## src/rtl/prim_fifo_arb_sync.sv

```systemverilog
// prim_fifo_arb_sync
// Synchronous FIFO with two write requesters sharing one write port through a
// round-robin arbiter, and a single read port.
//
// Ports:
//   clk_i        clock, rising edge
//   rst_ni       asynchronous active-low reset (pointers and priority only)
//   clr_i        synchronous flush: pointers and priority return to 0
//   wvalid0_i/1  write request from requester 0 / 1
//   wdata0_i/1   write data from requester 0 / 1
//   wready0_o/1  write grant to requester 0 / 1
//   rvalid_o     head entry available
//   rready_i     consumer pops the head entry
//   rdata_o      head entry data
//   full_o       FIFO holds Depth entries
//   depth_o      current occupancy, 0..Depth
//   err_o        a pointer index is outside 0..Depth-1
//
// Handshake: a transfer happens on a rising edge where valid and ready are
// both high. wready_k is combinational from wvalid_k, the pointers, prio and
// clr_i; it never looks at rready_i, so a full FIFO refuses writes even when a
// pop happens in the same cycle. rvalid_o never depends on rready_i.
module prim_fifo_arb_sync #(
  parameter int Depth = 4,
  parameter int Width = 16,
  localparam int PtrW = $clog2(Depth) + 1
) (
  input  logic             clk_i,
  input  logic             rst_ni,
  input  logic             clr_i,
  input  logic             wvalid0_i,
  input  logic [Width-1:0] wdata0_i,
  output logic             wready0_o,
  input  logic             wvalid1_i,
  input  logic [Width-1:0] wdata1_i,
  output logic             wready1_o,
  output logic             rvalid_o,
  input  logic             rready_i,
  output logic [Width-1:0] rdata_o,
  output logic             full_o,
  output logic [PtrW-1:0]  depth_o,
  output logic             err_o
);

  localparam int IdxW = PtrW - 1;

  logic [PtrW-1:0]  wptr;
  logic [PtrW-1:0]  rptr;
  logic             prio;
  logic [Width-1:0] mem [Depth];

  logic [IdxW-1:0]  w_idx;
  logic [IdxW-1:0]  r_idx;
  logic             w_wrap;
  logic             r_wrap;
  logic             empty;
  logic             full;
  logic             can_wr;
  logic             wr_en;
  logic [Width-1:0] wr_data;
  logic             pop;

  assign w_idx  = wptr[IdxW-1:0];
  assign r_idx  = rptr[IdxW-1:0];
  assign w_wrap = wptr[PtrW-1];
  assign r_wrap = rptr[PtrW-1];

  // Index wraps at Depth-1 (not at a power of two), toggling the wrap bit.
  function automatic logic [PtrW-1:0] ptr_inc(input logic [PtrW-1:0] p);
    if (p[IdxW-1:0] == IdxW'(Depth - 1)) begin
      return {~p[PtrW-1], {IdxW{1'b0}}};
    end
    return {p[PtrW-1], p[IdxW-1:0] + IdxW'(1)};
  endfunction

  assign empty = (wptr == rptr);
  assign full  = (w_idx == r_idx) && (w_wrap != r_wrap);

  always_comb begin
    depth_o = '0;
    if (w_wrap == r_wrap) begin
      depth_o = PtrW'(w_idx) - PtrW'(r_idx);
    end else begin
      depth_o = PtrW'(Depth) - PtrW'(r_idx) + PtrW'(w_idx);
    end
  end

  assign full_o = full;

  // Indices are widened before comparing so the check stays meaningful for
  // non-power-of-2 depths, where an index field can hold values >= Depth.
  assign err_o = (32'(w_idx) > 32'(Depth - 1)) || (32'(r_idx) > 32'(Depth - 1));

  // Round-robin grant: a lone requester always wins; on contention prio
  // picks the winner (0 favours requester 0).
  assign can_wr    = !full && !clr_i;
  assign wready0_o = can_wr && wvalid0_i && (!wvalid1_i || !prio);
  assign wready1_o = can_wr && wvalid1_i && (!wvalid0_i || prio);
  assign wr_en     = wready0_o || wready1_o;
  assign wr_data   = wready1_o ? wdata1_i : wdata0_i;

  assign rvalid_o = !empty && !clr_i;
  assign pop      = rvalid_o && rready_i;
  assign rdata_o  = mem[r_idx];

  always_ff @(posedge clk_i or negedge rst_ni) begin
    if (!rst_ni) begin
      wptr <= '0;
      rptr <= '0;
      prio <= 1'b0;
    end else if (clr_i) begin
      wptr <= '0;
      rptr <= '0;
      prio <= 1'b0;
    end else begin
      if (wr_en) begin
        wptr <= ptr_inc(wptr);
        // The winner loses priority to the other requester.
        prio <= wready0_o;
      end
      if (pop) begin
        rptr <= ptr_inc(rptr);
      end
    end
  end

  // Storage is intentionally not reset; clr_i leaves contents in place.
  always_ff @(posedge clk_i) begin
    if (wr_en) begin
      mem[w_idx] <= wr_data;
    end
  end

endmodule

```

## config.mk

```make
export PLATFORM = sky130hd
export DESIGN_NAME = prim_fifo_arb_sync
export DESIGN_NICKNAME = d
export VERILOG_FILES = /design/src/rtl/prim_fifo_arb_sync.sv
export SDC_FILE = /design/constraint.sdc
export NUM_CORES = 1
export LEC_CHECK = 0
export BUFFER_PORTS_ARGS = -buffer_cell sky130_fd_sc_hd__buf_2
export CORE_MARGIN = 2
export CORE_UTILIZATION = 52
export CTS_BUF_LIST = sky130_fd_sc_hd__clkbuf_16
export CTS_CLUSTER_DIAMETER = 40
export DETAILED_ROUTE_END_ITERATION = 10
export PLACE_DENSITY = 0.73
export SYNTH_ARGS = -nofsm -noshare
export SYNTH_HDL_FRONTEND = slang
export SYNTH_SLANG_ARGS = --single-unit
```

## constraint.sdc

```tcl
create_clock -name clk_i -period 3.7 [get_ports clk_i]
set_input_delay 0.74 -clock clk_i [delete_from_list [all_inputs] [get_ports clk_i]]
set_output_delay 0.74 -clock clk_i [all_outputs]
set_load 0.01 [all_outputs]
```

==> results of run 1 <==
area by class of cell:
cell class,instances,area share (%)
Sequential cell,71,55.28
Multi-Input combinational cell,84,26.22
Timing Repair Buffer,63,8.509
Clock buffer,9,5.937
Tap cell,75,2.474
Clock inverter,6,0.7916
Inverter,8,0.7916
per-stage QoR:
step           std cells  hold WS (ns)  total power [mW]  cell area (um2)
2_1_floorplan        170        0.4444             1.344             3172
3_3_place_gp         301        0.5415             1.515             3538
3_5_place_dp         301        0.5476             1.527             3538
4_1_cts              316        0.2360             2.264             3794
5_1_grt              316        0.2485             2.341             3794
6_report             316        0.2389             2.238             3794
state kept, by name, summed over array words and instances (netlist names):
name  count
prio      1
mem      64
wptr      3
rptr      3
cell usage after synthesis:
cell type / count
nand2b_1: 1
mux4_2: 16
xor2_1: 1
a21oi_1: 4
clkbuf_1: 2
o31ai_1: 1
edfxtp_1: 64
ha_1: 7
buf_2: 3
inv_1: 8
o2111ai_4: 1
a21boi_0: 2
nor2_1: 5
o32ai_1: 1
or2b_1: 1
xnor2_1: 1
or3b_2: 1
mux2_4: 9
o2111ai_1: 2
buf_12: 1
mux2_2: 10
and2_1: 4
o21ai_0: 1
mux2i_1: 1
buf_4: 1
nor3_1: 3
fa_1: 1
dfrtp_1: 7
a211oi_1: 1
and2_0: 1
nand2_1: 4
a2111oi_0: 1
conb_1: 1
nor2b_1: 2
xnor2_2: 1
layer usage:
metal	vias up	track usage, %	part of all wire (%)
met5	-	0	0
met4	0	9.500	1.9
met3	9	4.891	5.0
met2	52	27.48	49
met1	875	22.79	44
li1	805	-	-
critical path, cell delays in order, from the launching register on:
cell,delay [ns]
dfrtp_1,0.40
inv_1,0.11
ha_1,0.34
nand2_1,0.23
nor2_1,0.11
a2111oi_0,0.39
buf_2,0.20
cell usage in the layout (no fill, tap or decap), drive strengths merged:
| master | Yosys | routed |
|---|---|---|
| a21oi | 4 | 4 |
| nor3 | 3 | 3 |
| edfxtp | 64 | 64 |
| nor2 | 5 | 5 |
| mux4 | 16 | 16 |
| conb | 1 | 1 |
| mux2 | 19 | 19 |
| nand2b | 1 | 1 |
| and2 | 5 | 5 |
| buf | 5 | 63 |
| clkinvlp | 0 | 1 |
| o31ai | 1 | 1 |
| o21ai | 1 | 1 |
| a2111oi | 1 | 1 |
| a21boi | 2 | 2 |
| a211oi | 1 | 1 |
| nor2b | 2 | 2 |
| or3b | 1 | 1 |
| xor2 | 1 | 1 |
| inv | 8 | 9 |
| clkinv | 0 | 4 |
| nand2 | 4 | 4 |
| fa | 1 | 1 |
| clkbuf | 2 | 9 |
| dfrtp | 7 | 7 |
| ha | 7 | 7 |
| mux2i | 1 | 1 |
| xnor2 | 2 | 2 |
| o2111ai | 3 | 3 |
| o32ai | 1 | 1 |
| or2b | 1 | 1 |
power by group through the flow:
stage	clock, mW	sequential, mW	combinational, mW
detailed placement	0	0.985	0.542
global route	0.779	0.975	0.587
CTS	0.751	0.970	0.543
finish	0.736	0.970	0.533
global placement	0	0.982	0.533
floorplan	0	0.979	0.365
cell families after synthesis:
kind of cell,count (synthesis),synth area share [%]
compound gates,14,3.669
xor+xnor,3,1.065
fa+ha+maj,8,3.392
buf+inv,15,2.525
flops,71,66.11
mux,36,19.49
other cells,1,0.1182
simple gates,22,3.629
final timing paths:
path	startpoint	endpoint	cells past startpoint
hold / removal	rst_ni	prio	1
hold reg to reg	rptr[1]	rptr[1]	2
max in group asynchronous	rst_ni	wptr[0]	1
min in group clk_i	rptr[1]	rptr[1]	2
setup / recovery	wptr[0]	wready0_o	6
setup reg to reg	wptr[0]	mem[0][1]	5
==> metrics.cfg, run 1 <==
[place]
pre_cts_slack_ns=1.058
dp_hpwl_mm=3.623
gp_congestion=0.7672
port_buffers=60

[power_and_ir_drop]
leakagePower_nw=1.479
p_int_mw=1.637
pwr-share-seq_pct=43.3
pwr-share-clk_pct=32.9
power_density_nw_per_um2=590.1
p_comb_share_pct=23.8
ir_worst_vdd_v=0.0003246
switching_share_pct=26.86
p_switching_mw=0.6014

[clocking]
cts_tree=yes
path_clk_slew_ns=0.06
ctsHoldBuffers=0
h-tree-depth=3
cts_buffers=9
cts_resized=0
worst_skew_pair.late_latency_ns=0.33
cts_buffer_depth=2
cts_root_buffer=clkbuf_16
postCtsSetupBuffers=0
clock-sinks=71

[sta]
finalCriticalPeriod_ns=2.853
fmax_mhz=350.5
period_share_pct=77.10
finalSetupTns_ns=0
finalSetupViolations=0
slew_violations=0
final_hold_viol_count=0
finClkSkew_ns=0.009818
tightest_slew_ns=0.8528
fin_ws_ns=0.8473
slew_headroom_pct=43.15
grt_setup_unrepaired=no

[floorplanning]
core-area_um2=5921
start_util_pct=53.57
num_rows=28
die_h_um=82.10
die-area_um2=6740
fp.dieW_um=82.10
pin_count=62

[setup_path]
path_max_fanout=5
end_kind=primary output
critPathLaunchType=flop
arrival_ns=2.11
r2r_slack_ns=1.06
crit_type=flop to primary output
critPathRequiredTime_ns=2.96

[layout]
fin_util_pct=64.07
multiInputGateArea_um2=994.7
areaGrowthSynthToFinish_pct=19.61
fillers=422
regArea_um2=2097
finalNetCount=283
antennaDiodeCount=0
drive_above_1_share_pct=47.30

[grt]
antenna_found_initial=0
grt_overflow=0
grt_pass1_wl_mm=8.197
grt_max_degree=20
track_usage_pct=17.67
first_global_vias=1612

[detailed_routing]
ant_nets=0
drc=0
via_per_inst=5.509
drt_pass1_iterations=4
vias=1741
initialDrtViolationCount=82
wl_mm=5.442
wl_per_cell_um=17.22

[yosys]
syn_area_per_cell_um2=18.66
synth.distinct_cells=35
synth_area_leaders=edfxtp_1 61%, mux4_2 11%, dfrtp_1 5.5%
ys_warn_count=0
syn-num-nets=216
synth_area_um2=3172
ys_ff_latch=71
synth_top_cell_by_area=edfxtp_1
yosysTopAreaCellShare_pct=60.59
syn_inst=170
ys_seq_area_share_pct=66.11

[run]
cap_violations=0

[status]
outcome=complete, no violations

[hold_path]
hold_class=primary input to asynchronous set/reset pin

Power figures use the tool's default switching activity.
==> inputs of run 2 (changes only) <==
--- a/config.mk
+++ b/config.mk
@@ -7,11 +7,11 @@
 export LEC_CHECK = 0
 export BUFFER_PORTS_ARGS = -buffer_cell sky130_fd_sc_hd__buf_2
 export CORE_MARGIN = 2
-export CORE_UTILIZATION = 52
+export CORE_UTILIZATION = 49
 export CTS_BUF_LIST = sky130_fd_sc_hd__clkbuf_16
 export CTS_CLUSTER_DIAMETER = 40
 export DETAILED_ROUTE_END_ITERATION = 10
-export PLACE_DENSITY = 0.73
+export PLACE_DENSITY = 0.72
 export SYNTH_ARGS = -nofsm -noshare
 export SYNTH_HDL_FRONTEND = slang
 export SYNTH_SLANG_ARGS = --single-unit
==> constraint.sdc (replaced) <==
create_clock -name clk_i -period 2.6 [get_ports clk_i]
set_input_delay 0.52 -clock clk_i [delete_from_list [all_inputs] [get_ports clk_i]]
set_output_delay 0.52 -clock clk_i [all_outputs]
set_load 0.01 [all_outputs]
==> run 2 against run 1 <==
Core utilization decreased by 2.5 points. Critical path type unchanged. Register-to-register slack got worse by 0.77 ns. Hold slack got worse by 0.21 ns.
==> metrics.cfg, run 2 (same netlist as run 1, synthesis figures left out) <==
[detailed_routing]
ant_nets=0  ; unchanged
wl_per_cell_um=16.95  ; -1.6%
vias=1721  ; -1.1%
drc=0  ; unchanged
initialDrtViolationCount=55  ; -33%
drt_pass1_iterations=4  ; unchanged
via_per_inst=5.361  ; -2.7%
wl_mm=5.441  ; about the same

[place]
numPlacedInstances=304  ; +1.0%
dp_hpwl_mm=3.547  ; -2.1%
postPlaceCellArea_um2=3555  ; +0.46%
gp_congestion=0.7744  ; +0.94%
port_buffers=60  ; unchanged

[sta]
finalCriticalPeriod_ns=2.432
finClkSkew_ns=0.004744  ; -0.005075 ns
finalSetupViolations=0  ; unchanged
hold_slack_ns=0.02554  ; -0.2134 ns
grt_setup_unrepaired=no
slew_violations=0  ; unchanged
period_share_pct=93.55
fmax_mhz=411.1
finalSetupTns_ns=0  ; unchanged
final_hold_viol_count=0  ; unchanged

[grt]
grt_overflow=0  ; unchanged
grt_max_degree=20  ; unchanged
grt_pass1_wl_mm=8.901  ; +8.6%
antenna_found_initial=0  ; unchanged
track_usage_pct=16.73  ; -0.94 points
first_global_vias=1748  ; +8.4%

[layout]
layout_commonest_cell=edfxtp_1
layoutNonFillerInstCount=321  ; +1.6%
fin_area_um2=3890  ; +2.5%
largest_register=mem
areaGrowthSynthToFinish_pct=22.64
antennaDiodeCount=0  ; unchanged
reg_top3=mem (64), rptr (3), wptr (3)
fillers=487  ; +15%
drive_above_1_share_pct=51.23  ; +3.9 points
finalNetCount=285  ; +0.71%
largest_register_ffs=64  ; unchanged
final_cell_mix=64 x edfxtp_1, 60 x buf_2, 16 x mux4_2

[setup_path]
crit_type=flop to primary output
critPathRequiredTime_ns=2.08  ; -0.88 ns
cp_cell_sequence=inv_1, ha_1, nand2_2, nor2_1, a2111oi_2, buf_2
slowest_stage=dfrtp_1
critPathLaunchType=flop
r2r_start=wptr[0]
end_kind=primary output
startpoint=wptr[0]
path_max_fanout=5  ; unchanged
max_stage_delay_ns=0.38  ; -0.02 ns
arrival_ns=1.91  ; -0.20 ns

[floorplanning]
die-area_um2=7133  ; +5.8%
num_rows=29  ; +3.6%
pin_count=62  ; unchanged
core-area_um2=6314  ; +6.6%
die_h_um=84.46  ; +2.9%
start_util_pct=50.24  ; -3.3 points
fp.dieW_um=84.46  ; +2.9%

[power_and_ir_drop]
ir_worst_vdd_v=0.0005251  ; +62%
switching_share_pct=25.54  ; -1.3 points
power_density_nw_per_um2=880.0  ; +49%
p_int_mw=2.549  ; +56%
p_comb_share_pct=22.2  ; -1.6 points
pwr-share-clk_pct=37.5  ; +4.6 points
pwr-share-seq_pct=40.2  ; -3.1 points
leakagePower_nw=1.517  ; +2.6%
p_switching_mw=0.8743  ; +45%
total_power_mw=3.423  ; +53%

[clocking]
clock-sinks=71  ; unchanged
cts_tree=yes
cts_buffer_depth=2  ; unchanged
path_clk_slew_ns=0.06  ; about the same
ctsHoldBuffers=0  ; unchanged
cts_root_buffer=clkbuf_16
cts_buffers=9  ; unchanged
h-tree-depth=3  ; unchanged
worst_skew_pair.late_latency_ns=0.32  ; about the same

[status]
outcome=complete, no violations

[hold_path]
hold_class=primary input to asynchronous set/reset pin

[run]
cap_violations=0  ; unchanged

[run 2: changes by cell type in the layout (fill, tap and decap cells not counted), moves of 2 or more]
cell | previous run | this run
and2_1 | 4 | 0
and2_2 | 0 | 4
buf_4 | 3 | 5
bufinv_16 | 0 | 2
[run 2: power groups by stage]
stage	clock network, mW	registers, mW	logic (mW)
floorplan	0	1.39	0.521
global placement	0	1.40	0.764
detailed placement	0	1.40	0.768
CTS	1.31	1.38	0.769
global route	1.35	1.39	0.832
finish	1.28	1.38	0.762
[run 2: area by class of cell]
type | instances | area (um2) | area share (%)
flip-flops and latches | 71 | 2097 | 53.91
multi-input cells | 84 | 1008 | 25.92
repair buffers | 65 | 337.8 | 8.684
clock buffers | 9 | 225.2 | 5.790
well taps | 77 | 96.34 | 2.477
clock inverters | 7 | 95.09 | 2.445
inverters | 8 | 30.03 | 0.7720
[run 2: path summary, 6_finish.rpt]
path,to,slack (ns),depth (start not counted)
worst max-delay path,wready0_o,0.17,6
worst min-delay path,prio,0.03,1
worst max register to register,mem[0][15],0.29,5
worst min register to register,rptr[1],0.57,2
max in group asynchronous,rptr[0],2.41,1
min in group clk_i,rptr[1],0.52,3
[run 2: repair_timing]
action                     4_1_cts  5_1_grt
setup endpoints to repair        0        2
resized for setup                0        2
buffers inserted                 0        1
[run 2: worst max-delay path: cells and delay by family, from the launching register on]
family,cells,cell delay (ns)
AOI/OAI and AO/OA,1,0.34
DFF,1,0.38
buffers and inverters,2,0.28
and+or+nand+nor,2,0.24
adders and majority gates,1,0.34
[run 2: per-stage QoR]
stage	worst slack (ns)	utilization, %
detailed placement	0.3099	56.30
CTS	0.05043	61.38
finish	0.1676	61.61
global route	0.02292	61.61
floorplan	-0.05109	-
global placement	0.3689	56.30
[run 2: routing by layer]
| layer | up-vias | GRT usage, % | part of all wire (%) |
|---|---|---|---|
| met5 | - | 0 | 0 |
| met4 | 0 | 8.225 | 1.3 |
| met3 | 7 | 3.441 | 4.9 |
| met2 | 49 | 27.06 | 53 |
| met1 | 860 | 21.79 | 41 |
| li1 | 805 | - | - |
==> inputs of run 3 (changes only) <==
--- a/config.mk
+++ b/config.mk
@@ -6,8 +6,10 @@
 export NUM_CORES = 1
 export LEC_CHECK = 0
 export BUFFER_PORTS_ARGS = -buffer_cell sky130_fd_sc_hd__buf_2
+export CELL_PAD_IN_SITES_DETAIL_PLACEMENT = 2
+export CELL_PAD_IN_SITES_GLOBAL_PLACEMENT = 2
 export CORE_MARGIN = 2
-export CORE_UTILIZATION = 49
+export CORE_UTILIZATION = 36
 export CTS_BUF_LIST = sky130_fd_sc_hd__clkbuf_16
 export CTS_CLUSTER_DIAMETER = 40
 export DETAILED_ROUTE_END_ITERATION = 10
==> run 3 against run 2 <==
Clock power down 13%. Total power down 2.5%. Via count grew 5.3%. Hold slack better by 0.0064 ns. Final area is 0.23% higher. Sequential power barely moved. Largest power group unchanged.
==> metrics.cfg, run 3 (same netlist as run 1, synthesis figures left out) <==
[setup_path]
critPathRequiredTime_ns=2.08  ; about the same
path_buf_inv=4  ; +2
r2r_start=wptr[0]
r2r-end=mem[0][2]
reg2regPathDepth=5  ; unchanged
critical_path.most_common_cell=inv_1
cp_cell_sequence=inv_1, ha_1, nand2_4, o2111ai_4, buf_12, inv_1, buf_2
arrival_ns=1.96  ; +0.05 ns
r2r_slack_ns=0.15  ; -0.14 ns
path_max_fanout=17  ; +12
slowest_stage=dfrtp_1
crit_type=flop to primary output
critPathLaunchType=flop
end_kind=primary output
max_stage_delay_ns=0.40  ; +0.02 ns
path_delay_family=buffers and inverters

[clocking]
cts_root_buffer=clkbuf_16
worst_skew_pair.late_latency_ns=0.33  ; about the same
h-tree-depth=3  ; unchanged
cts_buffer_depth=2  ; unchanged
ctsHoldBuffers=0  ; unchanged
cts_tree=yes
clock-sinks=71  ; unchanged
path_clk_slew_ns=0.06  ; about the same
cts_buffers=9  ; unchanged

[status]
outcome=complete, no violations

[layout]
fillers=843  ; +73%
areaGrowthSynthToFinish_pct=22.92
largest_register_ffs=64  ; unchanged
final_cell_mix=64 x edfxtp_1, 60 x buf_2, 16 x mux4_2
largest_register=mem
finalNetCount=285  ; unchanged
drive_above_1_share_pct=50.82  ; -0.41 points
antennaDiodeCount=0  ; unchanged
reg_top3=mem (64), rptr (3), wptr (3)
layout_commonest_cell=edfxtp_1

[detailed_routing]
drt_pass1_iterations=4  ; unchanged
met1_length_mm=3.121  ; +41%
routed.top_layer=met4
drc=0  ; unchanged
wl_met2_mm=4.015  ; +39%
initialDrtViolationCount=43  ; -22%
wl_per_cell_um=21.32  ; +26%
wl_met3_um=269  ; +0.75%
via_per_inst=5.148  ; -4.0%
vias=1812  ; +5.3%
ant_nets=0  ; unchanged
wl_mm=7.504  ; +38%

[power_and_ir_drop]
ir_worst_vdd_v=0.0003710  ; -29%
total_power_mw=3.337  ; -2.5%
power_density_nw_per_um2=855.8  ; -2.8%
leakagePower_nw=1.492  ; -1.6%

[sta]
finalSetupTns_ns=0  ; unchanged
slew_violations=0  ; unchanged
grt_setup_unrepaired=no
finClkSkew_ns=0.004591  ; -0.0001529 ns
finalSetupViolations=0  ; unchanged
finalCriticalPeriod_ns=2.478  ; +0.04539 ns
period_share_pct=95.30  ; +1.7 points
fmax_mhz=403.6  ; -1.8%
final_hold_viol_count=0  ; unchanged

[grt]
first_global_vias=2057  ; +18%
track_usage_pct=16.41  ; -0.32 points
antenna_found_initial=0  ; unchanged
grt_overflow=0  ; unchanged
grt_pass1_wl_mm=11.73  ; +32%
grt_max_degree=20  ; unchanged

[floorplanning]
start_util_pct=36.73  ; -14 points
die_h_um=97.87  ; +16%
fp.dieW_um=97.87  ; +16%
core-area_um2=8636  ; +37%
num_rows=34  ; +17%
die-area_um2=9578  ; +34%
pin_count=62  ; unchanged

[hold_path]
hold_class=primary input to asynchronous set/reset pin

[run]
cap_violations=0  ; unchanged

[place]
gp_congestion=0.7609  ; -1.7%
port_buffers=60  ; unchanged

==> run 3: worst max-delay path by stage <==
stage / startpoint / cells after the start / slack [ns] / to
final: wptr[0] / 7 / 0.12 / wready1_o
after global placement: wptr[0] / 7 / 0.39 / wready1_o
after CTS: wptr[0] / 7 / 0.005 / wready1_o
after global routing: wptr[0] / 6 / 0.01 / wready0_o
after floorplan: rptr[1] / 7 / -0.05 / wready0_o
after detailed placement: wptr[0] / 5 / 0.22 / mem[0][3]
==> run 3: final cells by class <==
type                    count  area (um2)  share of cell area [%]
flip-flops and latches     71        2097                   53.79
inverters                   8       30.03                  0.7702
well taps                 108       135.1                   3.466
clock inverters             7       47.55                   1.220
multi-input cells          84        1013                   25.99
repair buffers             65       350.3                   8.986
clock buffers               9       225.2                   5.777
==> run 3: layer usage <==
metal / global-route usage, % / up-vias
met2: 29.56 / 44
met1: 19.56 / 948
met4: 5.556 / 0
li1: - / 810
met5: 0 / -
met3: 3.364 / 10
==> run 3: what timing repair did <==
| item | 4_1_cts | 5_1_grt |
|---|---|---|
| setup buffers | 0 | 0 |
| setup endpoints to repair | 1 | 2 |
| endpoints found under the hold margin | 0 | 0 |
| pin swaps | 0 | 0 |
| gates resized for setup | 1 | 5 |
==> run 3: stage by stage <==
stage               instances  util, %  instance area, um2  hold slack [ns]  setup slack [ns]
finish                    352    45.15                3899          0.03189            0.1222
global route              352    45.15                3899          0.03578           0.01061
CTS                       352    44.90                3877          0.03461          0.004804
detailed placement        336    41.70                3601           0.3848            0.2233
global placement          336    41.70                3601           0.3777            0.3864
floorplan                 170        -                3178           0.2244          -0.05109
==> run 3: worst register-to-register path: cells and delay by family (launching register included) <==
| family | cells | cell delay (ns) |
|---|---|---|
| flip-flops | 1 | 0.40 |
| buffers and inverters | 1 | 0.11 |
| adder cells (fa/ha/maj) | 1 | 0.38 |
| AO/OA/AOI/OAI | 1 | 0.43 |
| AND/OR/NAND/NOR | 2 | 0.76 |
==> run 3: power breakdown <==
part / total [mW] / switching [mW] / leakage [nW] / internal [mW]
registers: 1.39 / 0.0372 / 0.678 / 1.35
clock network: 1.12 / 0.473 / 0.122 / 0.643
logic: 0.835 / 0.451 / 0.693 / 0.384
